$ cat config.mk
export PLATFORM = sky130hd
export DESIGN_NAME = dirty_range_dump_streamer
export DESIGN_NICKNAME = d
export VERILOG_FILES = /design/src/rtl/debug_pkg.sv /design/src/rtl/dirty_range_dump_streamer.sv
export SDC_FILE = /design/constraint.sdc
export NUM_CORES = 1
export LEC_CHECK = 0
export BUFFER_PORTS_ARGS = -buffer_cell sky130_fd_sc_hd__buf_2
export CORE_UTILIZATION = 60
export DETAILED_ROUTE_END_ITERATION = 16
export PLACE_DENSITY = 0.89
export SLEW_MARGIN = 20
export SYNTH_ARGS = -nofsm -noshare
export SYNTH_HDL_FRONTEND = slang
export SYNTH_SLANG_ARGS = --single-unit
$ cat constraint.sdc
create_clock -name clk -period 3.66 [get_ports clk]
set_input_delay 0.366 -clock clk [delete_from_list [all_inputs] [get_ports clk]]
set_output_delay 0.366 -clock clk [all_outputs]
set_load 0.02 [all_outputs]
$ cat src/rtl/debug_pkg.sv
// Shared debug-path types: dump FSM states and word/alignment constants.
package debug_pkg;

    typedef enum logic [2:0] {
        IDLE,
        SEND_MIN,
        SEND_MAX,
        READ,
        WAIT_MEM,
        SEND_WORD,
        DONE
    } dump_state_e;

    localparam int          WORD_BYTES      = 4;
    localparam logic [31:0] ADDR_ALIGN_MASK = ~32'h3;

endpackage

$ cat src/rtl/dirty_range_dump_streamer.sv
// Streams a latched dirty memory window (2-word min/max header, then aligned words) to the debug link.
// Latency: 1 word per 3 cycles at full rate; outputs decode registered state only, stalls hold data.
module dirty_range_dump_streamer
    import debug_pkg::*;
#(
    parameter int ADDR_WIDTH = 32,
    parameter int DATA_WIDTH = 32
) (
    input  logic                  clk,
    input  logic                  rst_n,
    input  logic                  start_i,
    input  logic [ADDR_WIDTH-1:0] min_addr_i,
    input  logic [ADDR_WIDTH-1:0] max_addr_i,
    output logic                  mem_rd_en_o,
    output logic [ADDR_WIDTH-1:0] mem_rd_addr_o,
    input  logic [DATA_WIDTH-1:0] mem_rd_data_i,
    output logic                  tx_valid_o,
    output logic [DATA_WIDTH-1:0] tx_data_o,
    input  logic                  tx_ready_i,
    output logic                  busy_o,
    output logic                  done_o
);

    localparam logic [ADDR_WIDTH-1:0] ALIGN_MASK = ADDR_WIDTH'(ADDR_ALIGN_MASK);
    localparam logic [ADDR_WIDTH-1:0] ADDR_STEP  = ADDR_WIDTH'(WORD_BYTES);

    dump_state_e           state_q, state_d;
    logic [ADDR_WIDTH-1:0] min_q, min_d;
    logic [ADDR_WIDTH-1:0] max_q, max_d;
    logic [ADDR_WIDTH-1:0] hi_q, hi_d;
    logic [ADDR_WIDTH-1:0] cur_q, cur_d;
    logic [DATA_WIDTH-1:0] hold_q, hold_d;

    always_ff @(posedge clk or negedge rst_n) begin
        if (!rst_n) begin
            state_q <= IDLE;
            min_q   <= '0;
            max_q   <= '0;
            hi_q    <= '0;
            cur_q   <= '0;
            hold_q  <= '0;
        end else begin
            state_q <= state_d;
            min_q   <= min_d;
            max_q   <= max_d;
            hi_q    <= hi_d;
            cur_q   <= cur_d;
            hold_q  <= hold_d;
        end
    end

    always_comb begin
        state_d       = state_q;
        min_d         = min_q;
        max_d         = max_q;
        hi_d          = hi_q;
        cur_d         = cur_q;
        hold_d        = hold_q;
        mem_rd_en_o   = 1'b0;
        mem_rd_addr_o = '0;
        tx_valid_o    = 1'b0;
        tx_data_o     = '0;
        done_o        = 1'b0;

        unique case (state_q)
            IDLE: begin
                if (start_i) begin
                    min_d   = min_addr_i;
                    max_d   = max_addr_i;
                    cur_d   = min_addr_i & ALIGN_MASK;
                    hi_d    = max_addr_i & ALIGN_MASK;
                    state_d = SEND_MIN;
                end
            end
            SEND_MIN: begin
                tx_valid_o = 1'b1;
                tx_data_o  = DATA_WIDTH'(min_q);
                if (tx_ready_i) state_d = SEND_MAX;
            end
            SEND_MAX: begin
                tx_valid_o = 1'b1;
                tx_data_o  = DATA_WIDTH'(max_q);
                // A flushed tracker reports min > max: header only, no reads.
                if (tx_ready_i) state_d = (min_q > max_q) ? DONE : READ;
            end
            READ: begin
                mem_rd_en_o   = 1'b1;
                mem_rd_addr_o = cur_q;
                state_d       = WAIT_MEM;
            end
            WAIT_MEM: begin
                hold_d  = mem_rd_data_i;
                state_d = SEND_WORD;
            end
            SEND_WORD: begin
                tx_valid_o = 1'b1;
                tx_data_o  = hold_q;
                // Compare against hi rather than stepping past it, so the top word cannot wrap.
                if (tx_ready_i) begin
                    if (cur_q == hi_q) begin
                        state_d = DONE;
                    end else begin
                        cur_d   = cur_q + ADDR_STEP;
                        state_d = READ;
                    end
                end
            end
            DONE: begin
                done_o  = 1'b1;
                state_d = IDLE;
            end
            default: state_d = IDLE;
        endcase
    end

    assign busy_o = (state_q != IDLE) && (state_q != DONE);

endmodule

==> Word-level counts from Yosys, hierarchy flattened <==
Cells that the tools add are included.
{ "classes": {"eq_ne": 13, "n_lt_le_gt_ge": 1, "n_reduce_logical": 8, "muxes": 16, "addsub": 1} }
{ "op_table": {"columns": ["op", "count"], "rows": [
  ["32-bit two-way mux", 4],
  ["32-bit one-hot mux with 3 select lines", 1],
  ["32-bit one-hot mux with 2 select lines", 1],
  ["32-bit by 3-bit adder with 32-bit output, second input constant", 1],
  ["32-bit == test", 1],
  ["32-bit > comparator", 1],
  ["3-bit two-way mux", 6],
  ["3-bit one-hot mux with 6 select lines", 1],
  ["2-bit != test, second input constant", 5],
  ["3-bit == test, second input constant", 3],
  ["4-bit AND reduction", 2],
  ["3-bit by 2-bit == test with 1-bit output, second input constant", 2],
  ["3-bit by 1-bit == test with 1-bit output, second input constant", 1],
  ["3-bit logical NOT", 1],
  ["1-bit two-way mux", 3],
  ["3-bit != test, second input constant", 1],
  ["3-bit nonzero test", 1],
  ["3-bit OR reduction", 1],
  ["2-bit AND reduction", 1],
  ["2-bit nonzero test", 1],
  ["1-bit logical AND", 1]
]} }
{ "totals": {"register_bits": 161, "word_cells": 45, "output_inout_bits": 68} }

==> Longest topological paths before layout <==
Gate-level depths: netlist of the first run.
{ "depth": {"depth_word": 4, "ltp_mapped": 9} }

==> Worst setup path before layout of the first run <==
OpenSTA, ideal clock, no wires.
{ "synth_timing": {"kind": "register -> output", "startpoint": "register state_q[1]", "endpoint": "output tx_data_o[13]", "setup_slack_ns": 1.400, "path_buffers": 5, "t_arrival_ns": 1.894, "stages_incl_launch_ff": 10, "t_required_ns": 3.294, "cell_sequence": "dfrtp_1 clkbuf_1 nor2b_1 buf_2 and2_1 buf_2 buf_2 buf_1 nand2_1 o21ai_0"} }
{ "synth_via": {"elab_chain_cells": 2, "elab_cells_between_ends": 4} }
{ "synth_lines": {"columns": ["element", "line", "source"], "rows": [
  ["from (decl)", "dirty_range_dump_streamer.sv:27", "dump_state_e state_q, state_d;"],
  ["from (signal assigned)", "dirty_range_dump_streamer.sv:43", "state_q <= state_d;"],
  ["3-bit == test (tied with other cells)", "dirty_range_dump_streamer.sv:65", "unique case (state_q)"],
  ["32-bit one-hot mux with 3 select lines *", "dirty_range_dump_streamer.sv:65", null],
  ["to (decl)", "dirty_range_dump_streamer.sv:18", "output logic [DATA_WIDTH-1:0] tx_data_o,"]
]} }
Mark *: on every way between the ends. The rest lies on a longest branch, timed or not.

==> Final worst setup path of the first run <==
{ "layout_timing": {"startpoint": "register state_q[0]", "endpoint": "output tx_data_o[23]"} }
The elaborated chain is that of the path after synthesis.

==> results of run 1 <==
[cell type report]
| cell class | count | area [um2] | area share (%) |
|---|---|---|---|
| flip-flops and latches | 129 | 3228 | 34.99 |
| well taps | 172 | 215.2 | 2.333 |
| clock buffers | 22 | 484.2 | 5.248 |
| multi-input cells | 649 | 4049 | 43.88 |
| repair buffers | 181 | 960.9 | 10.41 |
| inverters | 42 | 157.7 | 1.709 |
| clock inverters | 10 | 131.4 | 1.424 |
[routing by layer]
metal  global-route usage [%]  vias up  part of all wire (%)
met5                        0        -                     0
met4                    19.39        0                   5.1
met3                    8.171       88                   8.9
met2                    57.59      474                    46
met1                    48.74     3518                    40
li1                         -     3391                     -
[synthesized netlist by cell type, types with 2 or more instances]
cell	number	area, um2
o211ai_1	2	15.01
nand4_2	2	25.02
buf_1	9	33.78
nor3_1	9	45.04
and4_1	4	35.03
a211oi_1	5	37.54
clkbuf_1	35	131.4
ha_1	33	412.9
nor4_1	7	43.79
a221o_1	5	50.05
a21o_1	4	30.03
or4_1	2	15.01
a2bb2oi_1	3	26.28
a21oi_1	25	125.1
mux2_2	33	371.6
buf_2	16	80.08
nand4_1	20	125.1
o21ai_0	84	420.4
o32a_1	3	30.03
nor2_1	23	86.33
buf_4	6	45.04
nand2_1	190	713.2
and3_1	35	219.0
a211o_1	4	35.03
nor2b_1	4	25.02
or3_1	10	62.56
dfrtp_1	129	3228
a31oi_1	5	31.28
o221a_2	3	33.78
nor4_2	2	25.02
inv_1	42	157.7
nand3_1	27	135.1
a221oi_1	3	26.28
xnor2_1	31	271.5
a22oi_1	38	285.3
and2_1	4	25.02
o22ai_1	6	37.54
[final timing paths]
path                               startpoint       endpoint  slack, ps  cells after the start
worst min register to register     hold_q[14]     hold_q[14]        510                      1
worst min-delay path                    rst_n      min_q[27]         40                      1
min in group clk                max_addr_i[7]       max_q[7]        140                      3
worst max register to register      cur_q[29]      cur_q[13]        730                      6
worst max-delay path               state_q[0]  tx_data_o[23]        650                      5
max in group asynchronous               rst_n     hold_q[14]       2750                      2
[power breakdown]
part	switching [uW]	internal [uW]	leakage, uW
clock	630	1140	0.000306
sequential	938	2130	0.00156
combinational	2530	1730	0.00259
total	4100	5000	0.00446
[registers in the layout, indices dropped and copies added (netlist names)]
| signal | flops |
|---|---|
| min_q | 32 |
| cur_q | 30 |
| max_q | 32 |
| hold_q | 32 |
| state_q | 3 |
[cell families (layout without fill, tap and decap cells)]
group	after synthesis	in the layout
other cells	1	2
xor+xnor	31	31
flops	129	129
fa+ha+maj	33	33
compound gates	200	200
mux	34	34
buf+inv	108	255
simple gates	349	349
[stage by stage]
| step | setup WS [ps] | hold slack, ps | total power [uW] | instance area (um2) | std cells |
|---|---|---|---|---|---|
| after floorplan | 1400 | 70.41 | 5826 | 7705 | 886 |
| after global placement | 915.5 | 489.1 | 7051 | 8611 | 1173 |
| after detailed placement | 870.1 | 495.1 | 7196 | 8611 | 1173 |
| after CTS | 678.7 | 52.81 | 9009 | 9226 | 1205 |
| after global routing | 468.7 | 88.88 | 9643 | 9226 | 1205 |
| final | 646.8 | 41.04 | 9097 | 9226 | 1205 |
==> flow_summary.ini, run 1 <==
[outcome]
outcome = finished clean

[synth]
avgSynthCellArea_um2 = 8.702
ys_seq_elements = 129
seq_area_frac_synth_pct = 41.92
synthMuxAreaShare_pct = 4.955
synth_edf_count = 0
synth_compound_area_share_pct = 16.47
synthArstFlopShare_pct = 100.0
syn_inst = 885
synth-xor-area-share_pct = 3.526
synth_adder_area_share_pct = 5.361
synth_top_family_by_area = simple AND/OR/NAND/NOR gates
yosysWarnings = 0
synthSimpleGateAreaFrac_pct = 21.90
yosysUniqueCellTypes = 59
syn_area_mm2 = 0.007701
synth_ff_type = dfrtp_1

[global_route]
grt_max_degree = 62
grt_usage_pct = 37.04
grt_pass1_vias = 6988
antenna_found_initial = 0
grt_pass1_wl_mm = 36.87
grt_overflow = 0

[power_and_ir_drop]
leakage_uw = 0.004456
power_per_cell_area_mw_per_mm2 = 986.0
ir_drop_uv = 526.5

[place]
gp_congestion = 0.9858
port_buffers = 165
post-dp-hpwl_mm = 16.73

[clock_tree]
cts_setup_buffers = 0
post_cts_resized = 0
clkTransAtPathRegs_ps = 50
cts.sinks = 129
cts_max_path_buffers = 2
cts_hold_buf = 0
cts_made_buffers = 17
htreeDepth = 4
clk_latency_ps = 420
cts-root-buf = clkbuf_16
cts_tree = built

[floorplanning]
dieArea_mm2 = 0.01329
ios = 168
die_x_um = 115.3
die_h_um = 115.3
core_mm2 = 0.01257
initial_utilization_pct = 61.27
fp-row-count = 41

[sta]
skew_ps = 7.072
fmaxAchievable_mhz = 331.9
finalSetupViolCount = 0
slew-limit-headroom_pct = 44.99
fin_crit_sh_pct = 82.33
final.setup.tns_ps = 0
rsz0062_at_grt = no
slew_violations = 0
period_needed_ps = 3013
worst_pin_slew_ps = 821.5
hold_viol_final = 0

[setup_path]
worst_ep_required_time_ps = 3290
cp-end-kind = output port
worstPathMaxFanout = 33
start_kind = register
crit_chain = nor2b_2, and2_2, nand2_1, o21ai_0, buf_2
cp_slowest_cell = and2_2
crit_buf_inv = 1
critPathTopFamily = simple AND/OR/NAND/NOR gates
crit_arrival_ps = 2650
critPathMaxStageDelay_ps = 670
crit_type = register to output port

[final_layout]
most-common-layout-cells = nand2_1 (190), buf_2 (164), dfrtp_1 (129)
area_growth_pct = 19.81
layout_commonest_cell = nand2_1
layout.nets = 1153
final_util_pct = 73.41
fillCellCount = 955
diodes = 0
drive_above_1_share_pct = 25.56

[detailed_routing]
drc = 0
ant_nets = 0
vias_per_cell = 6.200
wl_per_cell_um = 19.42
drt_wl_total_mm = 23.40
via_count = 7471
drtPass1Iterations = 6
initialDrtViolationCount = 931

[run]
cap_violations = 0

[worst_hold_path]
hp-class = primary input to asynchronous set/reset pin
(Power assumes the default switching activity.)
==> run 2: changes to the inputs <==
- ABC_AREA: default -> 1
- CORE_UTILIZATION: 60 -> 50
- PLACE_DENSITY: 0.89 -> 0.79
- clock period: 3.66 -> 2.6 ns (I/O delays scaled with it)
==> run 2 against run 1 <==
Critical path type unchanged; area after synthesis is 3.2% higher; core utilization is 11 points lower; global-route usage is 7.5 points lower; final cell count is 17% higher; clock-buffer cell count is 2 lower; sequential power is 25% higher; first-iteration DRC count is 33% lower; sequential cell count stayed put; clock skew is 1.9 ps higher; largest power group unchanged; power is 34% higher.
==> flow_summary.ini, run 2 <==
[setup_path]
crit_arrival_ps = 2110
crit_path_frequent_cell = inv_1
critPathTopFamily = buffers and inverters
crit_buf_inv = 5
worstPathMaxFanout = 19
worst_ep_required_time_ps = 2340
critPathMaxStageDelay_ps = 400
crit_type = register to output port
crit_chain = inv_1, nor2_1, inv_1, nor2_2, inv_2, buf_4, o211ai_1, buf_2
start_kind = register
cp-end-kind = output port
cp_slowest_cell = dfrtp_1

[global_route]
grt_pass1_vias = 7300
grt_max_degree = 113
antenna_found_initial = 0
grt_overflow = 0
grt_pass1_wl_mm = 36.82
grt_usage_pct = 29.54

[synth]
yosysUniqueCellTypes = 35
avgSynthCellArea_um2 = 7.671
seq_area_frac_synth_pct = 40.62
ys_seq_elements = 129
syn_area_mm2 = 0.007948
yosysTopAreaCellShare_pct = 40.62
synth_ff_type = dfrtp_1
synthArstFlopShare_pct = 100.0
syn_inst = 1036
synth_edf_count = 0
yosys.area.top_type = dfrtp_1
synth_common_cells = nand2_1 (303), dfrtp_1 (129), nor2_1 (118)
synth_area_leaders = dfrtp_1 (41%), nand2_1 (14%), mux2_2 (6.8%)
synth_most_common_cell = nand2_1
yosysWarnings = 0

[sta]
period_needed_ps = 2375
skew_ps = 8.979
slew_violations = 0
hold_viol_final = 0
final.setup.tns_ps = 0
finalSetupViolCount = 0
fin_crit_sh_pct = 91.34
worst_pin_slew_ps = 695.8
rsz0062_at_grt = no
fmaxAchievable_mhz = 421.1
slew-limit-headroom_pct = 53.61

[clock_tree]
cts_max_path_buffers = 2
cts-root-buf = clkbuf_16
cts_made_buffers = 17
htreeDepth = 4
cts.sinks = 129
clkTransAtPathRegs_ps = 60
clk_latency_ps = 430
cts_tree = built
cts_setup_buffers = 0

[run]
cap_violations = 0

[final_layout]
layout.nets = 1325
drive_above_1_share_pct = 24.17
top_regs = hold_q: 32 flops, max_q: 32 flops, min_q: 32 flops
diodes = 0
final_util_pct = 62.52
seqCellArea_mm2 = 0.003228
most-common-layout-cells = nand2_1 (302), buf_2 (164), dfrtp_1 (129)
layout_commonest_cell = nand2_1
fillCellCount = 1353
multi_input_comb_area_mm2 = 0.004083
area_growth_pct = 20.92

[place]
gp_congestion = 0.9767
port_buffers = 165
post-dp-hpwl_mm = 17.36

[detailed_routing]
initialDrtViolationCount = 626
vias_per_cell = 5.375
wl_per_cell_um = 16.36
via_count = 7606
drtPass1Iterations = 5
ant_nets = 0
drc = 0
drt_wl_total_mm = 23.15

[floorplanning]
die_h_um = 128.1
die_x_um = 128.1
dieArea_mm2 = 0.01640
ios = 168
core_mm2 = 0.01537
fp-row-count = 45
initial_utilization_pct = 51.71

[power_and_ir_drop]
leakage_uw = 0.004908
power_per_cell_area_mw_per_mm2 = 1273
ir_drop_uv = 728.6

[worst_hold_path]
hp-class = primary input to register

[outcome]
outcome = finished clean
run 2: cell types whose count changed in the layout (fill, tap and decap cells not counted), sizes merged, moves of 26 or more:
cell / change
nor2: +97
and3: -34
inv: +72
a22oi: -38
xnor2: -31
nand2: +114
a21oi: +26
o211ai: +29
run 2: report_power, final:
part	internal [uW]	total [uW]	switching, uW
Clock	1610	2510	891
Sequential	3000	3840	837
Combinational	2160	5890	3730
run 2: kinds of logic after synthesis:
group | share of synthesized area [%]
AO/OA/AOI/OAI | 12.26
XOR/XNOR | 2.094
adder cells (fa/ha/maj) | 5.195
buffers and inverters | 8.218
flip-flops | 40.62
multiplexers | 6.927
other | 0.04718
AND/OR/NAND/NOR | 24.64
run 2: layout make-up:
type	instances	share of cell area [%]
tap	211	2.747
inverter	114	4.453
clock inverter	11	1.692
sequential	129	33.59
multi-input combinational	751	42.48
clock buffer	20	4.648
timing repair buffer	179	10.39
run 2: layer usage:
metal	part of all wire (%)	vias up	wire length (um)	global-route usage [%]
met5	0	-	0	0
met4	2.7	0	620	10.87
met3	7.3	47	1683	6.469
met2	45	314	10480	46.04
met1	45	3572	10360	40.43
li1	-	3673	-	-
run 2: worst reg2reg max path: cells and delay by family (launching register included):
kind            cells  cell delay (ps)
buf+inv             4             1080
flops               1              430
compound gates      2              260
simple gates        4              410
run 2: timing repair:
action / in CTS / in global routing
hold endpoints to repair: 47 / 0
gates resized for setup: 1 / 1
setup endpoints to repair: 8 / 17
hold buffers: 1 / 0
run 2: final timing paths:
path	from	end	slack (ps)	cells after the start
worst max-delay path	state_q[1]	tx_data_o[27]	230	8
min in group asynchronous	rst_n	max_q[20]	430	2
worst min register to register	hold_q[4]	hold_q[4]	500	1
max in group asynchronous	rst_n	max_q[5]	1390	3
worst min-delay path	mem_rd_data_i[5]	hold_q[5]	60	2
worst max register to register	state_q[2]	cur_q[7]	360	10
run 2: metrics by stage:
step                cells  hold slack [ps]  area, um2  worst slack [ps]  total power [uW]
finish               1415            64.63       9610             225.2             12230
global route         1415            54.03       9610             41.24             13120
CTS                  1415            53.10       9608             89.27             12210
global placement     1383            342.9       8989             485.8              9472
floorplan            1037           -35.59       7951             681.3              7882
detailed placement   1383            347.3       8989             416.5              9648
==> run 3: changes to the inputs <==
- ABC_AREA: 1 -> 0
==> run 3 against run 2 <==
Core utilization is 1.8 points higher; worst hold slack worse by 29 ps; setup slack worse by 110 ps; sequential power is 8.9% higher.
==> flow_summary.ini, run 3 (same netlist as run 1, synthesis figures left out) <==
[floorplanning]
initial_utilization_pct = 52.20
die_x_um = 126.1
core_mm2 = 0.01475
dieArea_mm2 = 0.01590
die_h_um = 126.1
ios = 168
fp-row-count = 44

[setup_path]
cp-end-kind = output port
worstPathMaxFanout = 12
crit_arrival_ps = 2220
crit_buf_inv = 2
critPathMaxStageDelay_ps = 560
critPathTopFamily = flip-flops
start_kind = register
crit_chain = nor2b_4, buf_4, a22oi_1, o21ai_0, buf_2
cp_slowest_cell = dfrtp_1
worst_ep_required_time_ps = 2340
crit_type = register to output port

[clock_tree]
htreeDepth = 4
cts_max_path_buffers = 2
cts-root-buf = clkbuf_16
cts_setup_buffers = 0
cts_tree = built
clkTransAtPathRegs_ps = 60
cts_made_buffers = 17
clk_latency_ps = 420
cts.sinks = 129

[final_layout]
drive_above_1_share_pct = 26.50
diodes = 0
fin_cells = 1233
layout.nets = 1169
top_regs = hold_q: 32 flops, max_q: 32 flops, min_q: 32 flops
area_growth_pct = 23.27
most-common-layout-cells = nand2_1 (190), buf_2 (164), dfrtp_1 (129)
layout_commonest_cell = nand2_1
fin_area_mm2 = 0.009493

[power_and_ir_drop]
ir_drop_uv = 932.8
finalPower_uw = 13350
power_per_cell_area_mw_per_mm2 = 1406
leakage_uw = 0.004581

[detailed_routing]
wl_per_cell_um = 19.72
drtPass1Iterations = 5
drt_wl_total_mm = 24.32
via_count = 7375
vias_per_cell = 5.981
drc = 0
initialDrtViolationCount = 740
ant_nets = 0

[sta]
worst_slack_ps = 117.9
rsz0062_at_grt = no
slew-limit-headroom_pct = 34.55
worst_pin_slew_ps = 975.9
fmaxAchievable_mhz = 402.9
slew_violations = 0
final.setup.tns_ps = 0
hold_viol_final = 0
period_needed_ps = 2482
finalSetupViolCount = 0
fin_crit_sh_pct = 95.47
skew_ps = 6.044

[place]
dpl.cell_count = 1200
port_buffers = 165
pre_cts_ws_ps = 246.7
gp_congestion = 0.9783
post-dp-hpwl_mm = 17.63
place_area_mm2 = 0.008776

[worst_hold_path]
hp-class = primary input to register

[outcome]
outcome = finished clean

[global_route]
grt_usage_pct = 31.87
grt_pass1_vias = 7001
grt_max_degree = 74
antenna_found_initial = 0
grt_overflow = 0
grt_pass1_wl_mm = 38.21

[run]
cap_violations = 0
==> run 3: worst min-delay path, delay by kind of cell <==
kind,cells,cell delay [ps]
simple gates,1,30
compound gates,1,50
buf+inv,1,70
==> run 3: what timing repair did <==
item,4_1_cts,5_1_grt
gates resized for setup,1,0
hold buffers,1,0
setup endpoints to repair,2,0
endpoints found under the hold margin,30,0
==> run 3: routing by layer <==
metal  track usage [%]  up-vias  routed length, um
met5                 0        -                  0
li1                  -     3430                  -
met2             50.11      384              11560
met3             5.990       64               1839
met4             16.23        0               1061
met1             42.12     3497               9859
==> run 3: power breakdown <==
part / internal [uW] / switching, uW
registers: 3000 / 1180
logic: 2570 / 3740
clock network: 1970 / 890
==> run 3: worst paths after layout <==
| check | startpoint | endpoint | slack, ps | cells past startpoint |
|---|---|---|---|---|
| setup / recovery | state_q[1] | tx_data_o[31] | 120 | 5 |
| hold / removal | max_addr_i[13] | max_q[13] | 40 | 3 |
| setup reg to reg | cur_q[29] | cur_q[10] | 160 | 7 |
| hold reg to reg | hold_q[0] | hold_q[0] | 510 | 1 |
| max in group asynchronous | rst_n | hold_q[0] | 1480 | 3 |
| min in group asynchronous | rst_n | min_q[31] | 330 | 2 |
==> run 3: layout make-up <==
class                   instances  area, um2
clock inverters                10      227.7
inverters                      42      157.7
flip-flops and latches        129       3228
well taps                     184      230.2
multi-input cells             649       4054
clock buffers                  22      474.2
fillers                      1286       5261
repair buffers                197       1121
==> run 3: per-stage QoR <==
stage	util, %	hold WS [ps]
finish	64.34	35.61
global placement	59.48	230.0
floorplan	-	-35.59
global route	64.34	44.74
detailed placement	59.48	236.6
CTS	64.34	24.34
